[config.mk]
export PLATFORM = sky130hd
export DESIGN_NAME = alu_dispatch
export DESIGN_NICKNAME = d
export VERILOG_FILES = /design/src/rtl/alu_pkg.sv /design/src/rtl/alu_operand_sel.sv /design/src/rtl/alu_dispatch.sv
export SDC_FILE = /design/constraint.sdc
export NUM_CORES = 1
export LEC_CHECK = 0
export ABC_AREA = 0
export CORE_AREA = 2 2 187 189
export DETAILED_ROUTE_END_ITERATION = 10
export DIE_AREA = 0 0 189 191
export PLACE_DENSITY = 0.72
export SETUP_SLACK_MARGIN = 0.3
export SKIP_LAST_GASP = 1
export SLEW_MARGIN = 20
export SYNTH_ARGS = -nofsm -noshare
export SYNTH_HDL_FRONTEND = slang
export SYNTH_HIERARCHICAL = 1
export SYNTH_SLANG_ARGS = --single-unit
[constraint.sdc]
create_clock -name clk -period 7.1 [get_ports clk]
set_input_delay 1.065 -clock clk [delete_from_list [all_inputs] [get_ports clk]]
set_output_delay 1.065 -clock clk [all_outputs]
set_load 0.02 [all_outputs]
[src/rtl/alu_pkg.sv]
// Shared definitions for the ALU dispatch stage: widths, opcodes, error codes, FSM states.
package alu_pkg;

  localparam int DATA_W = 72;

  localparam logic [3:0] OP_ADD  = 4'd0;
  localparam logic [3:0] OP_SUB  = 4'd1;
  localparam logic [3:0] OP_MUL  = 4'd2;
  localparam logic [3:0] OP_DIV  = 4'd3;
  localparam logic [3:0] OP_AND  = 4'd4;
  localparam logic [3:0] OP_OR   = 4'd5;
  localparam logic [3:0] OP_ADDI = 4'd6;
  localparam logic [3:0] OP_ANDI = 4'd7;
  localparam logic [3:0] OP_ORI  = 4'd8;
  localparam logic [3:0] OP_XOR  = 4'd9;
  localparam logic [3:0] OP_SHL  = 4'd10;
  localparam logic [3:0] OP_SHR  = 4'd11;
  localparam logic [3:0] OP_BEQ  = 4'd12;
  localparam logic [3:0] OP_BNE  = 4'd13;
  localparam logic [3:0] OP_BLT  = 4'd14;
  localparam logic [3:0] OP_BGT  = 4'd15;

  localparam logic [1:0] ERR_OK   = 2'b00;
  localparam logic [1:0] ERR_DIV0 = 2'b01;
  localparam logic [1:0] ERR_TMO  = 2'b10;

  typedef enum logic [1:0] {
    IDLE = 2'd0,
    EXEC = 2'd1,
    RESP = 2'd2
  } state_t;

  // Ops whose B operand comes from the sign-extended immediate field.
  function automatic logic is_imm_op(input logic [3:0] op);
    return (op == OP_ADDI) || (op == OP_ANDI) || (op == OP_ORI);
  endfunction

endpackage

[src/rtl/alu_operand_sel.sv]
// Combinational B-operand select (register or sign-extended immediate) and divide-by-zero detect.
module alu_operand_sel
  import alu_pkg::*;
#(
  parameter int DATA_W = alu_pkg::DATA_W,
  parameter int IMM_W  = 18
) (
  input  logic [3:0]        op,
  input  logic [DATA_W-1:0] b,
  input  logic [IMM_W-1:0]  imm,
  output logic [DATA_W-1:0] b_sel,
  output logic              div0
);

  logic [DATA_W-1:0] imm_ext;

  // Sign-extend the immediate, pick the B source, and flag a zero divisor.
  always_comb begin
    imm_ext = {{(DATA_W-IMM_W){imm[IMM_W-1]}}, imm};
    b_sel   = is_imm_op(op) ? imm_ext : b;
    div0    = (op == OP_DIV) && (b == '0);
  end

endmodule

[src/rtl/alu_dispatch.sv]
// Dispatch stage in front of the ALU: accepts one instruction, runs it on the ALU,
// and hands the result (or a div-zero / timeout error) to writeback.
//
//   state | meaning
//   IDLE  | ready for a new instruction (in_ready=1)
//   EXEC  | operands driven to the ALU, waiting for alu_done or timeout
//   RESP  | result presented on wb_*, waiting for wb_ready
module alu_dispatch
  import alu_pkg::*;
#(
  parameter int DATA_W  = alu_pkg::DATA_W,
  parameter int IMM_W   = 18,
  parameter int TIMEOUT = 64,
  parameter int TAG_W   = 5
) (
  input  logic              clk,
  input  logic              rst,
  input  logic              in_valid,
  output logic              in_ready,
  input  logic [3:0]        in_op,
  input  logic [DATA_W-1:0] in_a,
  input  logic [DATA_W-1:0] in_b,
  input  logic [IMM_W-1:0]  in_imm,
  input  logic [TAG_W-1:0]  in_tag,
  output logic [3:0]        alu_op,
  output logic [DATA_W-1:0] alu_a,
  output logic [DATA_W-1:0] alu_b,
  input  logic [DATA_W-1:0] alu_c,
  input  logic              alu_done,
  output logic              wb_valid,
  input  logic              wb_ready,
  output logic [DATA_W-1:0] wb_data,
  output logic [TAG_W-1:0]  wb_tag,
  output logic              wb_branch,
  output logic [1:0]        wb_err
);

  localparam int CNT_W = (TIMEOUT > 1) ? $clog2(TIMEOUT) : 1;
  localparam logic [CNT_W-1:0] CNT_LAST = CNT_W'(TIMEOUT - 1);

  state_t            state, state_nx;
  logic [CNT_W-1:0]  tmo_cnt, tmo_cnt_nx;
  logic [TAG_W-1:0]  tag_q, tag_nx;
  logic [3:0]        alu_op_nx;
  logic [DATA_W-1:0] alu_a_nx, alu_b_nx;
  logic              in_ready_nx, wb_valid_nx, wb_branch_nx;
  logic [DATA_W-1:0] wb_data_nx;
  logic [TAG_W-1:0]  wb_tag_nx;
  logic [1:0]        wb_err_nx;
  logic [DATA_W-1:0] b_sel;
  logic              div0;
  logic              accept;

  alu_operand_sel #(
    .DATA_W (DATA_W),
    .IMM_W  (IMM_W)
  ) u_operand_sel (
    .op    (in_op),
    .b     (in_b),
    .imm   (in_imm),
    .b_sel (b_sel),
    .div0  (div0)
  );

  assign accept = in_valid & in_ready;

  // Next-state and next-output logic; every register holds unless a transition updates it.
  always_comb begin
    state_nx     = state;
    tmo_cnt_nx   = tmo_cnt;
    tag_nx       = tag_q;
    alu_op_nx    = alu_op;
    alu_a_nx     = alu_a;
    alu_b_nx     = alu_b;
    wb_data_nx   = wb_data;
    wb_tag_nx    = wb_tag;
    wb_branch_nx = wb_branch;
    wb_err_nx    = wb_err;
    case (state)
      IDLE: begin
        if (accept) begin
          alu_op_nx  = in_op;
          alu_a_nx   = in_a;
          alu_b_nx   = b_sel;
          tag_nx     = in_tag;
          tmo_cnt_nx = '0;
          if (div0) begin
            // Zero divisor never reaches the ALU; answer straight away.
            state_nx     = RESP;
            wb_data_nx   = '1;
            wb_tag_nx    = in_tag;
            wb_err_nx    = ERR_DIV0;
            wb_branch_nx = 1'b0;
          end else begin
            state_nx = EXEC;
          end
        end
      end
      EXEC: begin
        if (alu_done) begin
          // Done beats the timeout when both land in the same cycle.
          state_nx     = RESP;
          wb_data_nx   = alu_c;
          wb_tag_nx    = tag_q;
          wb_err_nx    = ERR_OK;
          wb_branch_nx = (alu_op >= OP_BEQ) & alu_c[0];
        end else if (tmo_cnt == CNT_LAST) begin
          state_nx     = RESP;
          wb_data_nx   = '0;
          wb_tag_nx    = tag_q;
          wb_err_nx    = ERR_TMO;
          wb_branch_nx = 1'b0;
        end else begin
          tmo_cnt_nx = tmo_cnt + CNT_W'(1);
        end
      end
      RESP: begin
        if (wb_ready) begin
          state_nx = IDLE;
        end
      end
      default: state_nx = IDLE;
    endcase
    in_ready_nx = (state_nx == IDLE);
    wb_valid_nx = (state_nx == RESP);
  end

  // State and registered outputs; reset aborts any in-flight instruction.
  always_ff @(posedge clk or posedge rst) begin
    if (rst) begin
      state     <= IDLE;
      tmo_cnt   <= '0;
      tag_q     <= '0;
      in_ready  <= 1'b0;
      alu_op    <= '0;
      alu_a     <= '0;
      alu_b     <= '0;
      wb_valid  <= 1'b0;
      wb_data   <= '0;
      wb_tag    <= '0;
      wb_branch <= 1'b0;
      wb_err    <= ERR_OK;
    end else begin
      state     <= state_nx;
      tmo_cnt   <= tmo_cnt_nx;
      tag_q     <= tag_nx;
      in_ready  <= in_ready_nx;
      alu_op    <= alu_op_nx;
      alu_a     <= alu_a_nx;
      alu_b     <= alu_b_nx;
      wb_valid  <= wb_valid_nx;
      wb_data   <= wb_data_nx;
      wb_tag    <= wb_tag_nx;
      wb_branch <= wb_branch_nx;
      wb_err    <= wb_err_nx;
    end
  end

endmodule

Word-level counts from Yosys, hierarchy flattened
Cells that the tools add are included.
Widths: inputs -> output; s select.
{"block": "classes", "n_div": 0, "addsub": 1, "multipliers": 0, "n_bitwise": 2, "eq_ne": 13, "n_reduce_logical": 10, "magnitude_cmp": 1, "n_shift": 0, "n_mux": 31}
{"op": "$mux 72", "count": 5}
{"op": "$pmux 72 s2", "count": 1}
{"op": "$logic_not 72->1", "count": 1}
{"op": "$mux 5", "count": 4}
{"op": "$mux 2", "count": 9}
{"op": "$mux 6", "count": 3}
{"op": "$pmux 6 s2", "count": 1}
{"op": "$pmux 5 s2", "count": 1}
{"op": "$eq 4x3->1 const B", "count": 2}
{"op": "$ne 2x2->1 const B", "count": 4}
{"op": "$reduce_and 4->1", "count": 2}
{"op": "$add 6x1->6 const B", "count": 1}
{"op": "$eq 6x6->1 const B", "count": 1}
{"op": "$pmux 2 s3", "count": 1}
{"op": "$eq 2x2->1 const B", "count": 2}
{"op": "$eq 4x2->1 const B", "count": 1}
{"op": "$eq 4x4->1 const B", "count": 1}
{"op": "$ge 4x4->1 const B", "count": 1}
{"op": "$logic_not 2->1", "count": 2}
{"op": "$mux 1", "count": 4}
{"op": "$pmux 2 s2", "count": 1}
{"op": "$ne 3x3->1 const B", "count": 1}
{"op": "$and 1x1->1", "count": 2}
{"op": "$eq 2x1->1 const B", "count": 1}
{"op": "5 further kinds", "count": 6}
{"block": "word_totals", "latch_bits": 0, "rom_bits": 0, "mem_count": 0, "out_inout_bits": 230, "register_bits": 243, "ramBits": 0, "elab_cells": 70, "in_bits": 248}

Longest topological paths before layout
Gate-level depths: netlist of the first run.
{"block": "depth", "word_depth": 6, "ltp_mapped": 8, "ltp_nobuf": 7}

Modules after synthesis
Netlist of the first run, hierarchy kept.
{"module": "alu_dispatch", "area_per_inst_um2": 9751.9, "seq_area_each_um2": 6080.8, "cells_each": 1067, "instances": 1}
{"module": "alu_operand_sel", "area_per_inst_um2": 918.4, "seq_area_each_um2": 0.0, "cells_each": 114, "instances": 1}

Worst setup path after synthesis of the first run
OpenSTA, ideal clock, no wires.
{"block": "synth_path", "kind": "input-to-reg", "start": "in in_op[2]", "end": "reg wb_data[27]", "n_path_buf": 2, "arrival_ns": 2.657, "path_slack_ns": 4.360, "t_required_ns": 7.017, "cell_stages": 8, "setup_time_ns": 0.083, "path_cell_list": "nor4b_1 > and4_1 > nand4_1 > nor4_1 > clkbuf_1 > clkbuf_1 > a21oi_1 > o21ai_0"}
{"block": "synth_between", "elab_chain_cells": 4}
{"element": "start: declaration", "line": "alu_dispatch.sv:20", "text": "input logic [3:0] in_op,"}
{"element": "$eq 4x2->1", "line": "alu_operand_sel.sv:21", "text": "div0 = (op == OP_DIV) && (b == '0);"}
{"element": "$logic_and 1x1->1", "line": "alu_operand_sel.sv:21"}
{"element": "named net div0", "line": "alu_dispatch.sv:51", "text": "logic div0;"}
{"element": "$ne 2x2->1 (no line)"}
{"element": "$reduce_and 4->1 (no line)"}
{"element": "end signal: assignment", "line": "alu_dispatch.sv:152", "text": "wb_data <= wb_data_nx;"}
{"element": "end: declaration", "line": "alu_dispatch.sv:32", "text": "output logic [DATA_W-1:0] wb_data,"}
The timed path passes the listed nets, and every way through them passes these cells.
A chain may end at the register's enable or synchronous reset.

Final worst setup path of the first run
{"block": "layout_path", "start": "in in_b[70]", "end": "reg wb_tag[3]"}
{"block": "layout_between", "elab_chain_cells": 4}
{"element": "start: declaration", "line": "alu_dispatch.sv:22", "text": "input logic [DATA_W-1:0] in_b,"}
{"element": "$logic_not 72->1", "line": "alu_operand_sel.sv:21"}
{"element": "$logic_and 1x1->1", "line": "alu_operand_sel.sv:21"}
{"element": "named net div0", "line": "alu_dispatch.sv:51"}
{"element": "$ne 2x2->1 (no line)"}
{"element": "$reduce_and 4->1 (no line)"}
{"element": "end signal: assignment", "line": "alu_dispatch.sv:153", "text": "wb_tag <= wb_tag_nx;"}
{"element": "end: declaration", "line": "alu_dispatch.sv:33", "text": "output logic [TAG_W-1:0] wb_tag,"}
The timed path passes the listed nets, and every way through them passes these cells.

==> flow_metrics.tcl, run 1 <==
set metrics [dict create \
    path_class "input pin to register" \
    ys_seq_elements 243 \
    cp-start-kind "input pin" \
    clockBufferDepth 3 \
    period_minus_slack_ps 4076 \
    fin_crit_sh 0.5741 \
    cts_buffers 28 \
    clock_sinks 243 \
    nFillCells 3110 \
    antenna_left 0 \
    grt_overflow 0 \
    holdWs_ps 470.7 \
    layout.nets 1863 \
    synthSimpleGateAreaFrac 0.2276 \
    dp.cells 2039 \
    placed_cell_area_um2 15680 \
    antenna_cells 0 \
    fp.dieH_um 191 \
    clk_latency_ps 540 \
    ff2ff_path_depth 5 \
    ys_warn_count 6 \
    p_leak_nw 7.615 \
    synth_area_um2 10670 \
    cp_max_fo 75 \
    crit_arrival_ps 4560 \
    hold_violations 0 \
    yosysUniqueCellTypes 48 \
    drive_gt1_frac 0.03919 \
    reg2reg_to "alu_b[53]$_DFFE_PP0P_" \
    die_w_um 189 \
    drt-pass1-iter-count 5 \
    clock.fmax_ghz 0.2453 \
    grt_pass1_wl_um 54340 \
    relSlewSlack 0.3577 \
    synthAdderAreaFrac 0.001173 \
    slew_viol_final 0 \
    synth_enable_flop_cells 0 \
    pin_count 478 \
    antenna_found_initial 0 \
    r2r_slack_ps 4230 \
    synth_cells 1181 \
    cts_tree "yes" \
    synthMostInstantiatedCell "nand2_1" \
    synth_xor_area_frac 0 \
    avgSynthCellArea_um2 9.035 \
    status "finished clean" \
    dp_hpwl_um 24570 \
    grt_pass1_vias 9891 \
    synth_compound_area_frac 0.1322 \
    synth_mux_area_frac 0.02076 \
    area_growth_pct 55.19 \
    initialDrtViolationCount 523 \
    io_buffer_count 477 \
    routedWlPerCell_um 17.02 \
    cts_root_buffer "clkbuf_16" \
    clk_pin_slew_worst_paths_ps 60 \
    setup_tns_ps 0 \
    rows 68 \
    ys_top_cells_by_count "nand2_1 (525), dfrtp_1 (243), o21ai_0 (80)" \
    rsz0062_at_grt "false" \
    synth-async-reset-ratio 1.000 \
    rr_startpoint "state[1]$_DFF_PP0_" \
    cts_setup_buffers 0 \
    syn_nets 1430 \
    cp.required_ps 7580 \
    cts_resized 0 \
    ys_seq_area_frac 0.5699 \
    crit_path_start "in_b[70]" \
    endpoint_kind "register" \
    cts_hold_buf 0 \
    dieArea_um2 36100 \
    synth_top_cell_by_area "dfrtp_1" \
    endpoint "wb_tag[3]$_DFFE_PP0P_" \
    irDropWorstVdd_mv 0.2448 \
    fin_area_um2 16560 \
    fin_cells 2088 \
    grt_usage 0.1879 \
    fin_skew_ps 9.179 \
    netlist.area_leader.share 0.5699 \
    wl_um 35530 \
    worst_slew_pin_slew_ps 963.4 \
    start_util 0.3127 \
    core_area_um2 34120 \
    max-cap-violations 0 \
    drc_errors 0 \
    via_per_inst 4.757 \
    synth_top_family_by_area "simple AND/OR/NAND/NOR gates" \
    grt_max_degree 214 \
    ctsHtreeMaxLevel 1 \
    synth_area_leaders "dfrtp_1 (57%), nand2_1 (18%), a21o_1 (3.9%), o21ai_0 (3.8%), a21oi_1 (3.6%)" \
    synth_ff_type "dfrtp_1" \
    powerDensity_nw_per_um2 430.6 \
    hp-class "register to register" \
    vias 9933 \
    setup_violations 0 \
    gp_congestion 0.8388 \
]
[sequential cells by signal, indices dropped and copies added, names as in the netlist]
| name | flops |
|---|---|
| state | 2 |
| wb_data | 72 |
| tmo_cnt | 6 |
| in_ready | 1 |
| alu_op | 4 |
| wb_valid | 1 |
| tag_q | 5 |
| wb_branch | 1 |
| wb_tag | 5 |
| alu_a | 72 |
| wb_err | 2 |
| alu_b | 72 |
[worst min path at each step]
stage / start / end / slack [ps] / cells past startpoint
3_5_place_dp: alu_a[40]$_DFFE_PP0P_ / alu_a[40]$_DFFE_PP0P_ / 460 / 2
6_report: alu_a[64]$_DFFE_PP0P_ / alu_a[64]$_DFFE_PP0P_ / 470 / 2
5_1_grt: alu_a[18]$_DFFE_PP0P_ / alu_a[18]$_DFFE_PP0P_ / 500 / 2
3_3_place_gp: alu_b[28]$_DFFE_PP0P_ / alu_b[28]$_DFFE_PP0P_ / 460 / 2
4_1_cts: alu_a[49]$_DFFE_PP0P_ / alu_a[49]$_DFFE_PP0P_ / 480 / 2
2_1_floorplan: tag_q[1]$_DFFE_PP0P_ / tag_q[1]$_DFFE_PP0P_ / 530 / 2
[cell type report]
class                   count  area, um2  area share
clock buffers              42      834.6     0.05040
clock inverters             7      41.29    0.002493
inverters                  10      41.29    0.002493
multi-input cells         843       4110      0.2482
flip-flops and latches    243       6081      0.3672
well taps                 455      569.3     0.03438
repair buffers            488       4882      0.2948
[through the flow]
step | power (W) | worst slack [ps] | util
2_1_floorplan | 0.004107 | 2845 | -
3_3_place_gp | 0.005728 | 2000 | 0.4595
3_5_place_dp | 0.005801 | 2360 | 0.4597
4_1_cts | 0.007223 | 2930 | 0.4854
5_1_grt | 0.007570 | 2851 | 0.4854
6_report | 0.007131 | 3024 | 0.4854
[worst max-delay path, stage by stage]
cell and delay, ps:
clkdlybuf4s50_1 470, nor4_2 640, and4_1 300, nand4_1 170, nor4_2 260, buf_4 690
inv_1 310, nor2_1 410, o311a_1 210
[routing by layer]
metal	track usage	vias up	routed length, um
li1	-	4744	-
met1	0.2339	4702	14240
met2	0.3132	420	17030
met3	0.05196	67	3102
met4	0.06641	0	1155
met5	0	-	0
[cell families after synthesis]
| group | after synthesis |
|---|---|
| AO/OA/AOI/OAI | 236 |
| adder cells (fa/ha/maj) | 1 |
| buffers and inverters | 95 |
| flip-flops | 243 |
| multiplexers | 20 |
| AND/OR/NAND/NOR | 586 |
[power by group]
| part | total (W) | leakage [nW] | switching [W] | internal, W |
|---|---|---|---|---|
| Clock | 0.00138 | 0.433 | 0.000571 | 0.000804 |
| Sequential | 0.00239 | 3.04 | 0.000371 | 0.00202 |
| Combinational | 0.00337 | 4.14 | 0.00187 | 0.00150 |
[cell usage in the layout, fill, tap and decap left out, types with 3 or more instances in the layout]
master           instances
nor4bb_1                 5
clkinv_2                 5
and4_1                   3
clkbuf_1                 7
mux2_1                  17
inv_1                    9
dfrtp_1                243
mux2i_1                  3
a21oi_1                 76
nand4_1                  5
a32oi_1                  5
clkbuf_16               29
o21ai_0                 80
a21o_1                  55
o211ai_1                 3
or3_1                    6
nor4_1                  16
and3_1                   3
nand2_1                525
clkbuf_8                 6
buf_4                    9
clkdlybuf4s50_1        477
o311a_1                  5
No activity file was read; power rests on OpenSTA's default activity.
==> inputs of run 2 (changes only) <==
clock period = 3.4 ns   (was 7.1 ns; I/O delays follow)
==> run 2 against run 1 <==
Flip-flop and latch count stayed put. Die area stayed put. Sequential share of layout area is 0.60 points lower. Cell count is 0.72% higher. Non-clock buffer count is 14 higher. Power is 110% higher. First-iteration DRC count is 2.7% higher. Utilization is 0.81 points higher. Critical path depth is 1 lower. Wire length hardly changed. Global-route usage is 0.17 points higher. Critical endpoint is now wb_tag[4]$_DFFE_PP0P_. Highest routed layer unchanged.
==> flow_metrics.tcl, run 2 (synthesized netlist as in run 1, its figures left out) <==
set metrics [dict create \
    status "finished clean" \
    layout_common_cells "nand2_1 (525), clkdlybuf4s50_1 (477), dfrtp_1 (243), o21ai_0 (80), a21oi_1 (76)" \
    antenna_found_initial 0 \
    setup_violations 0 \
    area_growth_pct 57.79 \
    rsz0062_at_grt "false" \
    layout.nets 1877 \
    hp-class "input pin to asynchronous set/reset pin" \
    cts_tree "yes" \
    final_util 0.4935 \
    holdWs_ps 371.3 \
    crit_arrival_ps 3130 \
    slowest_delay_ps 640 \
    relSlewSlack 0.5706 \
    p_leak_nw 7.765 \
    via_per_inst 4.739 \
    globalRouteMet1Util 0.2319 \
    dp.cells 2053 \
    die_w_um 189 \
    clock_sinks 243 \
    io_buffer_count 477 \
    powerDensity_nw_per_um2 905.4 \
    nFillCells 3122 \
    slew_viol_final 0 \
    initialDrtViolationCount 537 \
    layout_commonest_cell "nand2_1" \
    drive_gt1_frac 0.04976 \
    top_regs "alu_a x72, alu_b x72, wb_data x72" \
    core_area_um2 34120 \
    drc_errors 0 \
    clk_pin_slew_worst_paths_ps 60 \
    routedWlPerCell_um 16.88 \
    max-cap-violations 0 \
    cp_max_fo 8 \
    path_class "input pin to register" \
    fp.dieH_um 191 \
    worst_slew_pin_slew_ps 642.6 \
    grt_overflow 0 \
    clockBufferDepth 3 \
    cts_hold_buf 0 \
    dp_hpwl_um 24520 \
    cts_setup_buffers 0 \
    grt_pass1_wl_um 55250 \
    use_met2 0.3249 \
    start_util 0.3127 \
    period_minus_slack_ps 2711 \
    path_delay_family "simple AND/OR/NAND/NOR gates" \
    endpoint_kind "register" \
    antenna_cells 0 \
    pin_count 478 \
    irDropWorstVdd_mv 0.4887 \
    ctsHtreeMaxLevel 1 \
    dieArea_um2 36100 \
    grt-busiest-layer "met2" \
    cts_resized 0 \
    grt_usage 0.1896 \
    cts_buffers 28 \
    fin_skew_ps 8.959 \
    vias 9966 \
    path_cells "clkdlybuf4s50_1 > nor4b_1 > nand4_1 > nor4_2 > buf_4 > inv_1 > or3_1 > o311a_1" \
    clk_latency_ps 540 \
    cp-start-kind "input pin" \
    use_met3 0.05526 \
    cp_num_buf_inv 3 \
    power.total_w 0.01524 \
    fin_crit_sh 0.7974 \
    grt_pass1_vias 10040 \
    cts_root_buffer "clkbuf_16" \
    antenna_left 0 \
    gp_congestion 0.8501 \
    hold_violations 0 \
    wl_um 35500 \
    grt_max_degree 112 \
    cp.required_ps 3820 \
    drt-pass1-iter-count 5 \
    fin_cells 2103 \
    slowest_stage "clkdlybuf4s50_1" \
    clock.fmax_ghz 0.3689 \
    rows 68 \
]
## run 2: metrics by stage
step	TNS, ps	cell area [um2]	worst slack, ps
6_report	0	16840	689.0
5_1_grt	0	16840	537.5
4_1_cts	0	16840	646.8
3_5_place_dp	0	15860	95.71
3_3_place_gp	0	15860	141.9
2_1_floorplan	-72850	10670	-299.8
## run 2: final timing paths
path | start | end | slack (ps) | cells past startpoint
worst max-delay path | in_op[1] | wb_tag[4]$_DFFE_PP0P_ | 690 | 8
worst min-delay path | rst | wb_data[5]$_DFFE_PP0P_ | 370 | 2
worst max register to register | tmo_cnt[0]$_DFFE_PP0P_ | wb_data[71]$_DFFE_PP0P_ | 1190 | 5
worst min register to register | alu_a[66]$_DFFE_PP0P_ | alu_a[66]$_DFFE_PP0P_ | 470 | 2
max in group asynchronous | rst | alu_b[6]$_DFFE_PP0P_ | 2140 | 3
min in group clk | alu_a[66]$_DFFE_PP0P_ | alu_a[66]$_DFFE_PP0P_ | 470 | 2
## run 2: area by class of cell
class	count	area, um2	area share
clock inverters	10	131.4	0.007803
flip-flops and latches	243	6081	0.3612
inverters	10	41.29	0.002452
repair buffers	502	5062	0.3007
well taps	455	569.3	0.03381
multi-input cells	843	4104	0.2438
clock buffers	40	847.1	0.05031
## run 2: where the power goes
part	total, W	internal (W)	switching (W)
clock network	0.00317	0.00195	0.00122
registers	0.00498	0.00421	0.000767
logic	0.00709	0.00319	0.00390
total	0.0152	0.00935	0.00589
## run 2: worst register-to-register path, stage by stage (launching register included)
cell and delay (ps):
dfrtp_1 410, ha_1 250, and2_1 250, a31o_2 310
buf_4 540, o21ai_0 290
## run 2: metal layers
metal  up-vias  wire length, um
li1       4776                -
met1      4722            14230
met2       417            17130
met3        51             3301
met4         0              834
met5         -                0
